File: src/rtl/instr_encode_loader.sv
// instr_encode_loader: packs decoded RV32I fields from a valid/ready stream
// into 32-bit instruction words and writes them to consecutive imem slots,
// starting at BASE_ADDR for each session. A session ends after the word
// flagged in_last, or when the top of memory has been written.
// The compile-time macro ENC_RANGE_CHECK_EN enables immediate range checking.
// Without it, immediates are silently truncated and err_range stays 0.
//
// state  | meaning
// IDLE   | waiting for start
// ACCEPT | in_ready high, waiting for a field bundle
// WRITE  | mem_we high for the registered word, pointer advances
// DONE   | one-cycle done pulse, start accepted as in IDLE
module instr_encode_loader #(
  parameter int                ADDR_W    = 8,
  parameter logic [ADDR_W-1:0] BASE_ADDR = '0
) (
  input  logic              clk,
  input  logic              reset,
  input  logic              start,
  input  logic              in_valid,
  output logic              in_ready,
  input  logic [2:0]        in_fmt,
  input  logic [6:0]        in_opcode,
  input  logic [2:0]        in_funct3,
  input  logic [6:0]        in_funct7,
  input  logic [4:0]        in_rd,
  input  logic [4:0]        in_rs1,
  input  logic [4:0]        in_rs2,
  input  logic [31:0]       in_imm,
  input  logic              in_last,
  output logic              mem_we,
  output logic [ADDR_W-1:0] mem_addr,
  output logic [31:0]       mem_wdata,
  output logic              busy,
  output logic              done,
  output logic [ADDR_W:0]   count,
  output logic              err_fmt,
  output logic              err_ovf,
  output logic              err_range
);

  localparam logic [31:0] NOP = 32'h0000_0013;

  localparam logic [2:0] FMT_R = 3'd0;
  localparam logic [2:0] FMT_I = 3'd1;
  localparam logic [2:0] FMT_S = 3'd2;
  localparam logic [2:0] FMT_B = 3'd3;
  localparam logic [2:0] FMT_U = 3'd4;
  localparam logic [2:0] FMT_J = 3'd5;

  typedef enum logic [1:0] {
    IDLE   = 2'd0,
    ACCEPT = 2'd1,
    WRITE  = 2'd2,
    DONE   = 2'd3
  } state_t;

  state_t            state;
  logic [ADDR_W-1:0] ptr;
  logic              last_q;
  logic              we_q;
  logic              err_range_q;
  logic [31:0]       enc_word;
  logic              fmt_bad;
  logic              range_bad;
  logic [31:0]       slot_word;

  // Pack the incoming fields into the RV32I layout selected by in_fmt.
  always_comb begin
    enc_word = NOP;
    fmt_bad  = 1'b0;
    case (in_fmt)
      FMT_R: enc_word = {in_funct7, in_rs2, in_rs1, in_funct3, in_rd, in_opcode};
      FMT_I: enc_word = {in_imm[11:0], in_rs1, in_funct3, in_rd, in_opcode};
      FMT_S: enc_word = {in_imm[11:5], in_rs2, in_rs1, in_funct3, in_imm[4:0], in_opcode};
      FMT_B: enc_word = {in_imm[12], in_imm[10:5], in_rs2, in_rs1, in_funct3,
                         in_imm[4:1], in_imm[11], in_opcode};
      FMT_U: enc_word = {in_imm[31:12], in_rd, in_opcode};
      FMT_J: enc_word = {in_imm[20], in_imm[10:1], in_imm[11], in_imm[19:12],
                         in_rd, in_opcode};
      default: fmt_bad = 1'b1;
    endcase
  end

`ifdef ENC_RANGE_CHECK_EN
  // Flag immediates that would not survive truncation to their field width.
  always_comb begin
    range_bad = 1'b0;
    case (in_fmt)
      FMT_I, FMT_S: range_bad = (in_imm != {{20{in_imm[11]}}, in_imm[11:0]});
      FMT_B:        range_bad = (in_imm != {{19{in_imm[12]}}, in_imm[12:0]}) || in_imm[0];
      FMT_J:        range_bad = (in_imm != {{11{in_imm[20]}}, in_imm[20:0]}) || in_imm[0];
      FMT_U:        range_bad = |in_imm[11:0];
      default:      range_bad = 1'b0;
    endcase
  end
`else
  assign range_bad = 1'b0;
`endif

  // Rejected bundles still occupy their slot, filled with a nop.
  assign slot_word = (fmt_bad || range_bad) ? NOP : enc_word;

  // A reset landing on the write cycle must not reach imem.
  assign mem_we    = we_q & ~reset;
  assign err_range = err_range_q;

  // Session sequencer with registered handshake, strobe and status outputs.
  always_ff @(posedge clk) begin
    if (reset) begin
      state       <= IDLE;
      in_ready    <= 1'b0;
      we_q        <= 1'b0;
      busy        <= 1'b0;
      done        <= 1'b0;
      mem_addr    <= BASE_ADDR;
      mem_wdata   <= '0;
      count       <= '0;
      err_fmt     <= 1'b0;
      err_ovf     <= 1'b0;
      err_range_q <= 1'b0;
      ptr         <= BASE_ADDR;
      last_q      <= 1'b0;
    end else begin
      case (state)
        IDLE, DONE: begin
          done <= 1'b0;
          if (start) begin
            state       <= ACCEPT;
            in_ready    <= 1'b1;
            busy        <= 1'b1;
            count       <= '0;
            err_fmt     <= 1'b0;
            err_ovf     <= 1'b0;
            err_range_q <= 1'b0;
            ptr         <= BASE_ADDR;
          end else begin
            state <= IDLE;
          end
        end
        ACCEPT: begin
          if (in_valid) begin
            mem_wdata <= slot_word;
            mem_addr  <= ptr;
            last_q    <= in_last;
            in_ready  <= 1'b0;
            we_q      <= 1'b1;
            if (fmt_bad)   err_fmt     <= 1'b1;
            if (range_bad) err_range_q <= 1'b1;
            state     <= WRITE;
          end
        end
        WRITE: begin
          we_q  <= 1'b0;
          count <= count + 1'b1;
          ptr   <= ptr + 1'b1;
          if (last_q) begin
            state <= DONE;
            done  <= 1'b1;
            busy  <= 1'b0;
          end else if (ptr == '1) begin
            err_ovf <= 1'b1;
            state   <= DONE;
            done    <= 1'b1;
            busy    <= 1'b0;
          end else begin
            state    <= ACCEPT;
            in_ready <= 1'b1;
          end
        end
        default: state <= IDLE;
      endcase
    end
  end

endmodule

File: config.mk
export PLATFORM = sky130hd
export DESIGN_NAME = instr_encode_loader
export DESIGN_NICKNAME = d
export VERILOG_FILES = /design/src/rtl/instr_encode_loader.sv
export SDC_FILE = /design/constraint.sdc
export NUM_CORES = 1
export LEC_CHECK = 0
export ABC_AREA = 1
export BUFFER_PORTS_ARGS = -buffer_cell sky130_fd_sc_hd__buf_4
export CAP_MARGIN = 20
export CORE_AREA = 3 3 111 92
export CTS_CLUSTER_SIZE = 16
export DETAILED_ROUTE_END_ITERATION = 6
export DIE_AREA = 0 0 114 95
export HOLD_SLACK_MARGIN = 0.1
export SLEW_MARGIN = 20
export SYNTH_ARGS = -nofsm -noshare
export SYNTH_HDL_FRONTEND = slang
export SYNTH_SLANG_ARGS = --single-unit
File: constraint.sdc
create_clock -name clk -period 1.8 [get_ports clk]
set_input_delay 0.36 -clock clk [delete_from_list [all_inputs] [get_ports clk]]
set_output_delay 0.36 -clock clk [all_outputs]
set_load 0.01 [all_outputs]
==> out/metrics.csv <==
stage,metric,value,unit
run_status,status,"finished, final reports clean",
floorplan,coreArea,9080,µm²
finish,ff_latch_area,1320,µm²
floorplan,dieHeight,95,µm
worst_hold_path,hp-class,in -> reg,
global_routing,antenna_found_initial,0,
place,hpwl,7450,µm
power_and_ir_drop,irDropWorstVdd,0.000546,V
finish,area_growth,43.2,%
finish,fillers,949,
finish,multi_input_area,1540,µm²
place,portBuffers,126,
place,dp_cells,693,
clock_network,path_clk_slew,0.05,ns
timing,hold_viol,0,
worst_hold_path,hold_depth,3,
global_routing,grt_max_degree,38,
synth,synth_cells,463,
finish,final_util,0.500,
synth,yosysUniqueCellTypes,32,
timing,rsz0062_at_grt,false,
finish,final_area,4540,µm²
clock_network,root_buffer,clkbuf_16,
run,drv_cap,0,
floorplan,pin_count,128,
worst_setup_path,criticalPathCategory,reg -> reg,
floorplan,rows,31,
timing,period_share,0.914,
drt,wire_per_inst,13.9,µm
timing,fin_crit,1.64,ns
worst_setup_path,reg2reg_setup_slack,0.16,ns
floorplan,initial_core_util,0.349,
worst_setup_path,worstPathArrival,1.85,ns
worst_setup_path,critPathMostFrequentCell,nand2_1,
synth,synth-seq-cells,66,
drt,ant_nets,0,
worst_setup_path,path_delay_family,adder cells,
synth,syn_area,3170,µm²
worst_setup_path,r2r_cells,8,
synth,syn_avg_cell_area,6.84,µm²
worst_setup_path,crit_chain,inv_1 > ha_2 > nand2_1 > o21ai_4 > buf_4 > nand2_1 > o21ai_0 > a21oi_1,
worst_setup_path,r2r_start,state[0],
worst_setup_path,path_max_fanout,9,
floorplan,die_w,114,µm
global_routing,grt_pass1_wl,15100,µm
timing,tns,0,ns
drt,vias,3378,
drt,routed_wl,9820,µm
global_routing,grt_use_total,0.176,
drt,first_pass_iters,5,
clock_network,clock_latency,0.33,ns
finish,fin_nets,665,
power_and_ir_drop,p_leak,2.09,nW
timing,fmaxAchievable,608,MHz
clock_network,cts_tree,done,
synth,yosys_warnings,0,
clock_network,postCtsHoldBufs,0,
synth,synth.yosys.seq_area_share,0.417,
power_and_ir_drop,power_density,882,nW/µm²
floorplan,dieArea,10800,µm²
worst_setup_path,cp_num_buf_inv,2,
synth,synth.net_count,539,
worst_setup_path,regToRegEndpoint,ptr[3],
timing,setup_viol,0,
finish,diodes,0,
finish,final_layout_size_suffix_gt1_frac,0.281,
clock_network,cts.sinks,66,
worst_setup_path,cp_slowest_cell,ha_2,
timing,drv_slew,0,
drt,drc_errors,0,
finish,final_cells,709,
place,gp_congestion,0.879,
clock_network,cts_buffers,9,
drt,routed_via_density,4.76,
drt,drt_iter0_drc,186,
worst_setup_path,startpoint_type,flop,
worst_setup_path,cp_slowest_stage_delay,0.39,ns
worst_hold_path,worstHoldEndpoint,mem_wdata[4],
place,place_area,4200,µm²
worst_setup_path,endpoint_kind,flop,
global_routing,grt_overflow,0,
worst_hold_path,min_from,in_opcode[4],
clock_network,cts_buffer_depth,2,
timing,finClkSkew,0.00527,ns
clock_network,cts_htree_levels,3,
global_routing,grt_pass1_vias,3040,
worst_setup_path,required,2.01,ns
## how the worst max path moves through the flow
stage / from / to / cells past startpoint
finish: state[0] / ptr[3] / 8
global route: state[0] / count[6] / 9
CTS: state[0] / count[5] / 8
detailed placement: state[0] / count[5] / 8
global placement: state[0] / count[6] / 8
floorplan: state[0] / count[5] / 9
## power breakdown
| part | leakage [nW] | total (mW) | switching (mW) | internal, mW |
|---|---|---|---|---|
| registers | 0.535 | 1.55 | 0.0306 | 1.52 |
| logic | 1.39 | 0.569 | 0.304 | 0.265 |
| clock network | 0.159 | 1.88 | 0.633 | 1.25 |
## metal layers
layer / global-route usage / part of all wire / routed length, µm / up-vias
li1: - / - / - / 1757
met2: 0.273 / 0.45 / 4430 / 98
met1: 0.239 / 0.47 / 4660 / 1512
met4: 0.0514 / 0.015 / 145 / 0
met5: 0 / 0 / 0 / -
met3: 0.0493 / 0.059 / 581 / 11
## cell families (layout without fill, tap and decap cells)
group,Yosys count,in the layout,synth area share
DFF,66,66,0.417
adders and majority gates,4,4,0.0158
AOI/OAI and AO/OA,103,103,0.176
buffers and inverters,69,200,0.0992
and+or+nand+nor,220,220,0.290
other,1,1,0.00118
## synth_stat cells
cell,n,area share
nand2_1,140,0.17
dfxtp_1,66,0.42
a21oi_1,59,0.093
inv_1,43,0.051
nor2_1,33,0.039
o21ai_0,32,0.051
nand3_1,28,0.044
nand4_1,9,0.018
clkbuf_1,8,0.0095
buf_2,5,0.0079
buf_4,4,0.0095
ha_1,4,0.016
buf_6,3,0.011
inv_2,3,0.0036
nor2_2,3,0.0059
nor3_1,3,0.0047
o211ai_1,3,0.0071
o221ai_1,3,0.0083
a221oi_1,1,0.0028
a31oi_1,1,0.0020
and3_2,1,0.0024
buf_1,1,0.0012
buf_8,1,0.0047
clkinv_1,1,0.0012
conb_1,1,0.0012
nand2_4,1,0.0036
nand3_2,1,0.0032
nor2_4,1,0.0036
o2111ai_1,1,0.0028
o21ai_1,1,0.0016
o21ai_2,1,0.0028
o21ai_4,1,0.0051
## layout by cell type (no fill, tap or decap)
cell        instances
a21oi_1            59
a221oi_1            1
a31oi_1             1
and3_2              1
buf_4             137
bufinv_16           2
clkbuf_16           9
clkbuf_8            1
clkinv_1            1
clkinv_2            1
clkinv_4            2
clkinvlp_4          1
conb_1              1
dfxtp_1            66
ha_1                3
ha_2                1
inv_1              43
inv_2               3
nand2_1           140
nand2_4             1
nand3_1            28
nand3_2             1
nand4_1             9
nor2_1             32
nor2_2              4
nor2_4              1
nor3_1              3
o2111ai_1           1
o211ai_1            3
o21ai_0            32
o21ai_1             1
o21ai_2             1
o21ai_4             1
o221ai_1            3
## registers in the layout, indices dropped and copies added, names as in the netlist
name,count
ptr,8
busy,1
count,9
mem_wdata,32
err_ovf,1
in_ready,1
done,1
err_fmt,1
mem_addr,8
we_q,1
last_q,1
state,2
## tightest hold or removal path: cells and delay by family
family | cells | cell delay [ns]
buf+inv | 2 | 0.14
compound gates | 1 | 0.10
## final cells by class
cell class / instances / area share
tap: 115 / 0.0317
clock buffer: 10 / 0.0527
inverter: 47 / 0.0389
clock inverter: 6 / 0.0199
timing repair buffer: 137 / 0.227
multi-input combinational: 328 / 0.339
sequential: 66 / 0.291
## stage by stage
stage / total power [mW] / worst slack [ns] / hold slack, ns
after global placement: 2.14 / 0.175 / 0.453
after floorplan: 1.87 / 0.327 / 0.444
after detailed placement: 2.15 / 0.102 / 0.448
after CTS: 4.05 / 0.0962 / 0.295
after global routing: 4.18 / 0.00940 / 0.291
final: 4.00 / 0.155 / 0.304
## timing repair
item / in CTS / in global routing
hold endpoints to repair: 0 / 0
setup buffers: 0 / 0
endpoints found under the setup margin: 0 / 8
gates resized for setup: 0 / 2
(Power assumes the default switching activity.)
